--- config.mk ---
export PLATFORM = sky130hd
export DESIGN_NAME = mlaccel_memarb_flat
export DESIGN_NICKNAME = d
export VERILOG_FILES = /design/src/rtl/mlaccel_pkg.sv /design/src/rtl/mlaccel_memarb_if.sv /design/src/rtl/mlaccel_memarb_tagpipe.sv /design/src/rtl/mlaccel_memarb.sv /design/src/flat_wrapper.sv
export SDC_FILE = /design/constraint.sdc
export NUM_CORES = 1
export LEC_CHECK = 0
export BUFFER_PORTS_ARGS = -buffer_cell sky130_fd_sc_hd__buf_2
export CAP_MARGIN = 20
export CORE_AREA = 2 2 158 160
export DETAILED_ROUTE_END_ITERATION = 10
export DIE_AREA = 0 0 160 162
export HOLD_SLACK_MARGIN = 0.1
export PLACE_DENSITY = 0.46
export SLEW_MARGIN = 30
export SYNTH_ARGS = -nofsm -noshare
export SYNTH_HDL_FRONTEND = slang
export SYNTH_SLANG_ARGS = --single-unit
--- constraint.sdc ---
create_clock -name clock -period 3.2 [get_ports clock]
set_input_delay 0.64 -clock clock [delete_from_list [all_inputs] [get_ports clock]]
set_output_delay 0.64 -clock clock [all_outputs]
set_load 0.01 [all_outputs]
--- src/rtl/mlaccel_pkg.sv ---
// rtl/mlaccel_pkg.sv - shared constants and types for the mlaccel memory arbiter
package mlaccel_pkg;

    localparam int CLI_C   = 0;
    localparam int CLI_Q   = 1;
    localparam int CLI_S   = 2;
    localparam int NUM_CLI = 3;

    localparam int MEM_DATA_W = 64;
    localparam int MEM_BE_W   = MEM_DATA_W / 8;
    localparam int QMEM_W     = 16;
    localparam int QMEM_BE_W  = QMEM_W / 8;
    localparam int SMEM_W     = 32;

    localparam int MEM_LATENCY_DEF = 2;
    localparam int STARVE_MAX_DEF  = 64;
    localparam int ADDR_W_DEF      = 16;

    // One-hot read return tag: bit CLI_C / CLI_Q / CLI_S marks the owner.
    typedef logic [NUM_CLI-1:0] tag_t;

endpackage

--- src/rtl/mlaccel_memarb_if.sv ---
// rtl/mlaccel_memarb_if.sv - client, memory and status signals of the memory arbiter
interface mlaccel_memarb_if #(
    parameter int ADDR_W = 16
) ();
    import mlaccel_pkg::*;

    // compute engine
    logic                   c_ren;
    logic [MEM_BE_W-1:0]    c_wen;
    logic [ADDR_W-1:0]      c_addr;
    logic [MEM_DATA_W-1:0]  c_wdata;
    logic                   c_rvalid;
    logic [MEM_DATA_W-1:0]  c_rdata;

    // QPI host memory engine
    logic                   q_valid;
    logic                   q_ready;
    logic [QMEM_BE_W-1:0]   q_wen;
    logic [ADDR_W-1:0]      q_addr;
    logic [QMEM_W-1:0]      q_wdata;
    logic                   q_rvalid;
    logic [QMEM_W-1:0]      q_rdata;

    // sequencer instruction fetch
    logic                   s_valid;
    logic                   s_ready;
    logic [ADDR_W-1:0]      s_addr;
    logic                   s_rvalid;
    logic [SMEM_W-1:0]      s_rdata;

    // shared memory port
    logic [ADDR_W-1:0]      mem_addr;
    logic [MEM_BE_W-1:0]    mem_wen;
    logic [MEM_DATA_W-1:0]  mem_wdata;
    logic [MEM_DATA_W-1:0]  mem_rdata;

    logic                   starve;

    modport slave (
        input  c_ren, c_wen, c_addr, c_wdata,
        output c_rvalid, c_rdata,
        input  q_valid, q_wen, q_addr, q_wdata,
        output q_ready, q_rvalid, q_rdata,
        input  s_valid, s_addr,
        output s_ready, s_rvalid, s_rdata,
        output mem_addr, mem_wen, mem_wdata,
        input  mem_rdata,
        output starve
    );

    modport master (
        output c_ren, c_wen, c_addr, c_wdata,
        input  c_rvalid, c_rdata,
        output q_valid, q_wen, q_addr, q_wdata,
        input  q_ready, q_rvalid, q_rdata,
        output s_valid, s_addr,
        input  s_ready, s_rvalid, s_rdata,
        input  mem_addr, mem_wen, mem_wdata,
        output mem_rdata,
        input  starve
    );

endinterface

--- src/rtl/mlaccel_memarb_tagpipe.sv ---
// rtl/mlaccel_memarb_tagpipe.sv - fixed-latency shift register carrying read return tags
module mlaccel_memarb_tagpipe
    import mlaccel_pkg::*;
#(
    parameter int DEPTH = MEM_LATENCY_DEF
) (
    input  logic clock,
    input  logic resetn,
    input  tag_t tag_in,
    output tag_t tag_out
);

    tag_t stage_q [DEPTH];
    tag_t stage_d [DEPTH];

    // Each stage takes the previous one; stage 0 takes the tag of this cycle's grant.
    always_comb begin
        stage_d[0] = tag_in;
        for (int i = 1; i < DEPTH; i++) begin
            stage_d[i] = stage_q[i-1];
        end
    end

    // Async clear drops every read in flight so no stale rvalid appears after reset.
    always_ff @(posedge clock or negedge resetn) begin
        if (!resetn) begin
            for (int i = 0; i < DEPTH; i++) begin
                stage_q[i] <= '0;
            end
        end else begin
            for (int i = 0; i < DEPTH; i++) begin
                stage_q[i] <= stage_d[i];
            end
        end
    end

    assign tag_out = stage_q[DEPTH-1];

endmodule

--- src/rtl/mlaccel_memarb.sv ---
// rtl/mlaccel_memarb.sv - shared main memory arbiter with read return routing and starvation flag
module mlaccel_memarb
    import mlaccel_pkg::*;
#(
    parameter int MEM_LATENCY = MEM_LATENCY_DEF,
    parameter int STARVE_MAX  = STARVE_MAX_DEF,
    parameter int ADDR_W      = ADDR_W_DEF
) (
    input  logic              clock,
    input  logic              resetn,
    mlaccel_memarb_if.slave   bus
);

    localparam int                CNT_W   = $clog2(STARVE_MAX + 1);
    localparam logic [CNT_W-1:0]  CNT_MAX = CNT_W'(STARVE_MAX);

    logic                  c_act;
    logic                  grant_q;
    logic                  grant_s;

    logic                  rr_q;
    logic                  rr_d;
    logic [CNT_W-1:0]      q_wait_q;
    logic [CNT_W-1:0]      q_wait_d;
    logic [CNT_W-1:0]      s_wait_q;
    logic [CNT_W-1:0]      s_wait_d;
    logic                  starve_q;
    logic                  starve_d;

    logic [ADDR_W-1:0]     mux_addr;
    logic [MEM_BE_W-1:0]   mux_wen;
    logic [MEM_DATA_W-1:0] mux_wdata;

    tag_t                  tag_push;
    tag_t                  tag_out;

    // Compute always wins; otherwise a lone requester wins, and a tie goes to the rr favourite.
    // Nothing is granted while reset is asserted.
    always_comb begin
        c_act   = bus.c_ren | (|bus.c_wen);
        grant_q = 1'b0;
        grant_s = 1'b0;
        if (resetn && !c_act) begin
            if (bus.q_valid && (!bus.s_valid || !rr_q)) begin
                grant_q = 1'b1;
            end else if (bus.s_valid) begin
                grant_s = 1'b1;
            end
        end
    end

    // Steer the winning client onto the memory port; idle cycles park on the compute address.
    always_comb begin
        mux_addr  = bus.c_addr;
        mux_wen   = '0;
        mux_wdata = bus.c_wdata;
        if (resetn && c_act) begin
            mux_wen = bus.c_wen;
        end else if (grant_q) begin
            mux_addr  = bus.q_addr;
            mux_wen   = {{(MEM_BE_W-QMEM_BE_W){1'b0}}, bus.q_wen};
            mux_wdata = {{(MEM_DATA_W-QMEM_W){1'b0}}, bus.q_wdata};
        end else if (grant_s) begin
            mux_addr  = bus.s_addr;
            mux_wdata = '0;
        end
    end

    // Tag each granted read with its owner; a compute read+write still expects data back.
    always_comb begin
        tag_push         = '0;
        tag_push[CLI_C]  = bus.c_ren;
        tag_push[CLI_Q]  = grant_q & ~(|bus.q_wen);
        tag_push[CLI_S]  = grant_s;
    end

    // Fairness pointer moves away from whichever low-priority client was just served.
    always_comb begin
        rr_d = rr_q;
        if (grant_q) begin
            rr_d = 1'b1;
        end else if (grant_s) begin
            rr_d = 1'b0;
        end
    end

    // Waiting counters: count blocked cycles, saturate, clear on grant or on a dropped request.
    // starve is registered from the next counter values so it tracks the counters exactly.
    always_comb begin
        q_wait_d = q_wait_q;
        s_wait_d = s_wait_q;
        if (!bus.q_valid || grant_q) begin
            q_wait_d = '0;
        end else if (q_wait_q != CNT_MAX) begin
            q_wait_d = q_wait_q + CNT_W'(1);
        end
        if (!bus.s_valid || grant_s) begin
            s_wait_d = '0;
        end else if (s_wait_q != CNT_MAX) begin
            s_wait_d = s_wait_q + CNT_W'(1);
        end
        starve_d = (q_wait_d == CNT_MAX) | (s_wait_d == CNT_MAX);
    end

    // Arbiter state registers.
    always_ff @(posedge clock or negedge resetn) begin
        if (!resetn) begin
            rr_q     <= 1'b0;
            q_wait_q <= '0;
            s_wait_q <= '0;
            starve_q <= 1'b0;
        end else begin
            rr_q     <= rr_d;
            q_wait_q <= q_wait_d;
            s_wait_q <= s_wait_d;
            starve_q <= starve_d;
        end
    end

    mlaccel_memarb_tagpipe #(
        .DEPTH (MEM_LATENCY)
    ) u_tagpipe (
        .clock   (clock),
        .resetn  (resetn),
        .tag_in  (tag_push),
        .tag_out (tag_out)
    );

    assign bus.q_ready   = grant_q;
    assign bus.s_ready   = grant_s;
    assign bus.mem_addr  = mux_addr;
    assign bus.mem_wen   = mux_wen;
    assign bus.mem_wdata = mux_wdata;

    assign bus.c_rvalid  = tag_out[CLI_C];
    assign bus.q_rvalid  = tag_out[CLI_Q];
    assign bus.s_rvalid  = tag_out[CLI_S];
    assign bus.c_rdata   = bus.mem_rdata;
    assign bus.q_rdata   = bus.mem_rdata[QMEM_W-1:0];
    assign bus.s_rdata   = bus.mem_rdata[SMEM_W-1:0];

    assign bus.starve    = starve_q;

endmodule

--- src/flat_wrapper.sv ---
// flat-port wrapper written by rule: the top's interface ports become plain ports
module mlaccel_memarb_flat import mlaccel_pkg::*;
#(
    parameter int MEM_LATENCY = MEM_LATENCY_DEF,
    parameter int STARVE_MAX  = STARVE_MAX_DEF,
    parameter int ADDR_W      = ADDR_W_DEF
)
  (clock, resetn, bus_c_ren, bus_c_wen, bus_c_addr, bus_c_wdata, bus_c_rvalid, bus_c_rdata, bus_q_valid, bus_q_wen, bus_q_addr, bus_q_wdata, bus_q_ready, bus_q_rvalid, bus_q_rdata, bus_s_valid, bus_s_addr, bus_s_ready, bus_s_rvalid, bus_s_rdata, bus_mem_addr, bus_mem_wen, bus_mem_wdata, bus_mem_rdata, bus_starve);
  mlaccel_memarb_if #(.ADDR_W(ADDR_W)) bus_i ();
  input  logic clock;
  input  logic resetn;
  input wire logic [$bits(bus_i.c_ren)-1:0] bus_c_ren;
  input wire logic [$bits(bus_i.c_wen)-1:0] bus_c_wen;
  input wire logic [$bits(bus_i.c_addr)-1:0] bus_c_addr;
  input wire logic [$bits(bus_i.c_wdata)-1:0] bus_c_wdata;
  output wire logic [$bits(bus_i.c_rvalid)-1:0] bus_c_rvalid;
  output wire logic [$bits(bus_i.c_rdata)-1:0] bus_c_rdata;
  input wire logic [$bits(bus_i.q_valid)-1:0] bus_q_valid;
  input wire logic [$bits(bus_i.q_wen)-1:0] bus_q_wen;
  input wire logic [$bits(bus_i.q_addr)-1:0] bus_q_addr;
  input wire logic [$bits(bus_i.q_wdata)-1:0] bus_q_wdata;
  output wire logic [$bits(bus_i.q_ready)-1:0] bus_q_ready;
  output wire logic [$bits(bus_i.q_rvalid)-1:0] bus_q_rvalid;
  output wire logic [$bits(bus_i.q_rdata)-1:0] bus_q_rdata;
  input wire logic [$bits(bus_i.s_valid)-1:0] bus_s_valid;
  input wire logic [$bits(bus_i.s_addr)-1:0] bus_s_addr;
  output wire logic [$bits(bus_i.s_ready)-1:0] bus_s_ready;
  output wire logic [$bits(bus_i.s_rvalid)-1:0] bus_s_rvalid;
  output wire logic [$bits(bus_i.s_rdata)-1:0] bus_s_rdata;
  output wire logic [$bits(bus_i.mem_addr)-1:0] bus_mem_addr;
  output wire logic [$bits(bus_i.mem_wen)-1:0] bus_mem_wen;
  output wire logic [$bits(bus_i.mem_wdata)-1:0] bus_mem_wdata;
  input wire logic [$bits(bus_i.mem_rdata)-1:0] bus_mem_rdata;
  output wire logic [$bits(bus_i.starve)-1:0] bus_starve;
  assign bus_i.c_ren = bus_c_ren;
  assign bus_i.c_wen = bus_c_wen;
  assign bus_i.c_addr = bus_c_addr;
  assign bus_i.c_wdata = bus_c_wdata;
  assign bus_c_rvalid = bus_i.c_rvalid;
  assign bus_c_rdata = bus_i.c_rdata;
  assign bus_i.q_valid = bus_q_valid;
  assign bus_i.q_wen = bus_q_wen;
  assign bus_i.q_addr = bus_q_addr;
  assign bus_i.q_wdata = bus_q_wdata;
  assign bus_q_ready = bus_i.q_ready;
  assign bus_q_rvalid = bus_i.q_rvalid;
  assign bus_q_rdata = bus_i.q_rdata;
  assign bus_i.s_valid = bus_s_valid;
  assign bus_i.s_addr = bus_s_addr;
  assign bus_s_ready = bus_i.s_ready;
  assign bus_s_rvalid = bus_i.s_rvalid;
  assign bus_s_rdata = bus_i.s_rdata;
  assign bus_mem_addr = bus_i.mem_addr;
  assign bus_mem_wen = bus_i.mem_wen;
  assign bus_mem_wdata = bus_i.mem_wdata;
  assign bus_i.mem_rdata = bus_mem_rdata;
  assign bus_starve = bus_i.starve;
  mlaccel_memarb #(.MEM_LATENCY(MEM_LATENCY), .STARVE_MAX(STARVE_MAX), .ADDR_W(ADDR_W)) u_core (.clock(clock), .resetn(resetn), .bus(bus_i));
endmodule
Word level (Yosys, flattened, before mapping) --
Index checks and enable logic that the tools add are counted.
Storage, ports and cells: register bits after elaboration 22, logic and storage cells 48, input port bits 207, output and inout bits 206
Cells by class: add/subtract/negate cells 2, mux-type cells 19, equal/unequal tests 4, reduce and logical (&&, ||, !) cells 13, bitwise gates (word level) 4
Operator list (count):
- 64-bit 2-to-1 mux | 3
- 16-bit 2-to-1 mux | 3
- 7-bit 2-to-1 mux | 4
- 7-bit by 1-bit adder with 7-bit output, second input constant | 2
- 7-bit == test, second input constant | 2
- 7-bit inequality test, second input constant | 2
- 8-bit 2-to-1 mux | 1
- 8-bit OR reduction | 1
- 1-bit 2-to-1 mux | 7
- 1-bit logical NOT | 4
- 1-bit logical AND | 3
- 1-bit logical OR | 3
- 2-bit 2-to-1 mux | 1
- 1-bit bitwise OR | 2
- 2-bit nonzero test | 1
- 2-bit OR reduction | 1
- 1-bit bitwise AND | 1
- 1-bit inverter | 1

Logic depth before layout (Yosys ltp) --
depth after elaboration 9, gate-level depth with buffers 8, mapped depth without buffers 7

Modules after synthesis --
From an unflattened synthesis, not the netlist that was laid out.
Second synthesis, totals: cells, all modules 363, area total of the unflattened synthesis 2817.7 um2
Modules (own cells, without submodules):
- mlaccel_memarb | sequential area each 400.4 um2, times used 1, cells an instance 357, area each 2667.6 um2
- mlaccel_memarb_tagpipe | sequential area each 150.1 um2, times used 1, cells an instance 6, area each 150.1 um2

Least setup slack after synthesis --
Ideal clock, no wire load.
kind input to output, start point in bus_c_wen[4], end point out bus_mem_addr[0], cell stages on the path 7, data arrival time 1852 ps, required time 2560 ps, setup slack 708 ps, path through nor4_2 > and2_1 > buf_6 > and4_4 > nor2_4 > buf_6 > a21oi_1
Between the ends: elaborated cells on any way between the ends 10, classes of those cells 5 x mux; 1 x bitwise; 4 x reduce/logical
RTL lines:
- from (decl) | line flat_wrapper.sv:13 | input wire logic [$bits(bus_i.c_wen)-1:0] bus_c_wen;
- 8-bit OR reduction | line mlaccel_memarb.sv:40 | c_act = bus.c_ren | (|bus.c_wen);
- 1-bit bitwise OR | line mlaccel_memarb.sv:40
- 1-bit logical NOT | line mlaccel_memarb.sv:43 | if (resetn && !c_act) begin
- 1-bit logical AND | line mlaccel_memarb.sv:43
- 1-bit 2-to-1 mux | line mlaccel_memarb.sv:43
- named net bus_q_ready | line flat_wrapper.sv:22 | output wire logic [$bits(bus_i.q_ready)-1:0] bus_q_ready;
- 16-bit 2-to-1 mux | line mlaccel_memarb.sv:59 | end else if (grant_q) begin
- 16-bit 2-to-1 mux | line mlaccel_memarb.sv:57 | if (resetn && c_act) begin
- to (decl) | line flat_wrapper.sv:30 | output wire logic [$bits(bus_i.mem_addr)-1:0] bus_mem_addr;
The timed path passes the listed nets, and every way through them passes these cells.

Final worst setup path --
start point in bus_c_wen[4], end point out bus_mem_wdata[13]
Between the ends: longest elaborated chain between the ends 8, elaborated cells on any way between the ends 10, classes of those cells 5 x mux; 1 x bitwise; 4 x reduce/logical
RTL lines:
- 8-bit OR reduction * | line mlaccel_memarb.sv:40
- 1-bit bitwise OR * | line mlaccel_memarb.sv:40
- 1-bit logical NOT | line mlaccel_memarb.sv:43
- 1-bit logical AND | line mlaccel_memarb.sv:43
- 1-bit 2-to-1 mux | line mlaccel_memarb.sv:43
- 64-bit 2-to-1 mux | line mlaccel_memarb.sv:63 | end else if (grant_s) begin
- 64-bit 2-to-1 mux | line mlaccel_memarb.sv:59
- 64-bit 2-to-1 mux * | line mlaccel_memarb.sv:57
- to (decl) | line flat_wrapper.sv:32 | output wire logic [$bits(bus_i.mem_wdata)-1:0] bus_mem_wdata;
Mark *: on every way between the ends. The rest lies on a longest branch, timed or not.

==> metrics.md <==
| Metric | Value |
|---|---|
| Outcome | `finished clean` |
| Unrepaired setup endpoints after global routing | `false` |
| Sum Neg Setup Slack | `0 ns` |
| Register area | `551 µm²` |
| Syn Area/Cell | `8.03 µm²` |
| Final Critical Period | `2.95 ns` |
| Die width | `160 µm` |
| Number of antenna violations at the first check in global routing | `4` |
| Worst slew margin | `65.2%` |
| Input/output buffers | `about 240` |
| H-tree levels | `1` |
| Clock Tree Root | `clkbuf_16` |
| Ordered list of cells on the worst path | `buf_2 -> nor4_2 -> and2_1 -> and4_2 -> a22o_1 -> buf_2` |
| DRC Markers | `0` |
| Max-cap viol count | `0` |
| CP dominant cell by count | `buf_2` |
| Highest Clock Rate | `around 340 MHz` |
| Largest net degree at the start of global routing | `49` |
| Crit path max-delay cell type | `and4_2` |
| Final Cycle Share | `92.2%` |
| Core Region | `24,100 µm²` |
| Endpoints failing hold | `0` |
| Async SR Flop Fraction | `100%` |
| Syn-to-layout area delta | `24.3%` |
| Vias in the first global route | `2,755` |
| WP data arrival | `about 2.3 ns` |
| Routability cong. | `~0.8` |
| Number of setup violations in the final report | `0` |
| Resize count post-CTS | `0` |
| Max incr delay on CP | `around 0.56 ns` |
| FILL cells | `around 2.8k` |
| Synth cell types | `48` |
| Die Area | `between 20,000 and 30,000 µm²` |
| Slew Limit Fails | `0` |
| Total grt overflow | `0` |
| Crit Path Max Fanout | `18` |
| Clock Skew | `just over 0.004 ns` |
| Pwr dens | `around 230 nW/µm²` |
| Initial Util | `12.4%` |
| Num rows | `57` |
| Via Count | `approximately 2.9k` |
| Sinks on the clock net | `22` |
| First-pass GRT wire length | `~18 mm` |
| Flops & latches, synth | `22` |
| TritonCTS clock tree | `done` |
| LEAKAGE | `1.93 nW` |
| Multi-input gate area | `approximately 1300 µm²` |
| Vias/cell | `between 3 and 4` |
| Tot Pwr | `between 800 and 900 µW` |
| Ant. Diodes | `0` |
| Net Count, Synth | `~580` |
| Clock Latency Late Sink | `0.26 ns` |
| Ys Warns | `0` |
| Final ANT Viol Nets | `0` |
| Routed wire length | `approximately 13 mm` |
| Post-synthesis sequential area ratio | `between 15 and 20%` |
| CP delay by family, top | `simple AND/OR/NAND/NOR gates` |
| Post-CTS Hold Buffers | `0` |
| IO Pins | `approximately 410` |
| DRT iter0 DRCs | `around 140` |
| Setup bufs post-CTS | `0` |
| Die Y-Extent | `~160 µm` |
| CP required | `~2.6 ns` |
| Buffers & Inverters on Critical Path | `2` |
| Worst setup path class | `in2out` |
| Worst hold slack | `0.346 ns` |
| Max IR drop VDD | `roughly 140 µV` |
| Post-Synthesis Cells | `~370` |
| Nets | `around 700` |
| Element type at the critical path end | `output port` |
| Share of post-route cells with drive strength above 1 | `between 50% and 60%` |
| Number of buffers created by CTS | `3` |
| Crit path launch type | `primary input` |
| DP HPWL | `about 11 mm` |
| Clock transition at path regs | `0.06 ns` |
| Worst-case clock buffer depth | `2` |
| Number of synthesized flops with an enable pin | `0` |
| Hold Crit Class | `reg2reg` |
| First-pass detailed-route iteration total | `4` |
| Ys flop type | `dfrtp_1` |
| Gr usage total | `roughly 9%` |
| Slew @ Worst Pin | `0.517 ns` |
| Cell area after synthesis | `~3000 µm²` |
| DR WL/cell | `approximately 16 µm` |
[flip-flops by register name (all words and copies together) (netlist names)]
name,count
u_core.q_wait_q,7
u_core.rr_q,1
u_core.s_wait_q,7
u_core.u_tagpipe.tag_out,3
u_core.u_tagpipe.stage_d,3
u_core.bus.starve,1
[where the power goes]
part / total [mW] / internal (mW) / switching [mW]
logic: 0.288 / 0.149 / 0.139
clock network: 0.265 / 0.165 / 0.0994
registers: 0.298 / 0.286 / 0.0121
[per-stage QoR]
stage	util (%)	std cells	cell area, µm²	setup WS (ns)
2_1_floorplan	-	371	2980	0.708
3_5_place_dp	15.1	806	3630	0.241
5_1_grt	15.4	809	3700	0.148
4_1_cts	15.4	809	3700	0.241
3_3_place_gp	15.1	806	3630	0.275
6_report	15.4	809	3700	0.251
[layout by cell type, fill, tap and decap left out, types with 5 or more instances in the layout]
cell type,instances
a21oi_1,19
nor2_1,13
dfrtp_1,22
xnor2_1,6
nor3_1,5
nand3_1,7
o22ai_1,16
inv_1,22
nor2b_1,48
buf_2,236
and2_1,5
nand2_1,11
a22o_1,16
[worst register-to-register path, cell delays in order (launching register included)]
cell      delay (ns)
dfrtp_1         0.43
inv_1           0.13
ha_1            0.17
nand3b_1        0.14
nor4_4          0.31
mux2_1          0.36
o221ai_1        0.23
a21bo_2         0.25
[logic make-up (layout without fill, tap and decap cells)]
| logic type | after synthesis | in the layout | share of synthesized area (%) |
|---|---|---|---|
| adder cells (fa/ha/maj) | 4 | 4 | 1.68 |
| XOR/XNOR | 10 | 10 | 2.94 |
| AO/OA/AOI/OAI | 65 | 65 | 15.2 |
| AND/OR/NAND/NOR | 115 | 115 | 24.3 |
| flip-flops | 22 | 22 | 18.5 |
| buffers and inverters | 152 | 266 | 36.4 |
| multiplexers | 3 | 3 | 1.05 |
[cell type report]
class	instances	share of cell area (%)
multi-input cells	197	36.4
inverters	22	2.23
flip-flops and latches	22	14.9
well taps	324	10.9
repair buffers	241	33.6
clock buffers	3	2.03
[worst paths after layout]
| kind | depth (start not counted) | startpoint | slack, ns | end |
|---|---|---|---|---|
| min | 0 | u_core.u_tagpipe.stage_d[0] | 0.35 | u_core.u_tagpipe.tag_out[0] |
| max in group asynchronous | 2 | resetn | 2.49 | u_core.u_tagpipe.tag_out[0] |
| min in group asynchronous | 2 | resetn | 0.44 | u_core.rr_q |
| max reg2reg | 7 | u_core.s_wait_q[0] | 1.07 | u_core.bus.starve |
| min reg2reg | 0 | u_core.u_tagpipe.stage_d[0] | 0.35 | u_core.u_tagpipe.tag_out[0] |
| max | 6 | bus_c_wen[4] | 0.25 | bus_mem_wdata[13] |
[synth_stat cells, drive strengths merged (3+ instances only)]
master,n,area share [%]
buf,129,33
inv,22,2.8
a22o,18,5.4
o22ai,16,3.4
and3,4,0.88
nor2b,48,10
nand4,3,0.84
nand3,7,1.2
nand2,11,1.4
and2,5,1.0
or3,3,0.63
a21oi,20,3.5
and4,4,1.4
xor2,4,1.2
nor2,14,2.0
dfrtp,22,18
nor3,5,0.84
ha,4,1.7
nor4,5,2.0
o21ai,3,0.50
xnor2,6,1.8
[metal layers]
layer / up-vias / part of all wire, % / GRT usage (%)
met2: 235 / 46 / 14.5
met5: - / 0 / 0
met1: 1238 / 38 / 10.4
met4: 0 / 2.0 / 1.88
met3: 18 / 13 / 4.98
li1: 1363 / - / -
Power figures use the tool's default switching activity.
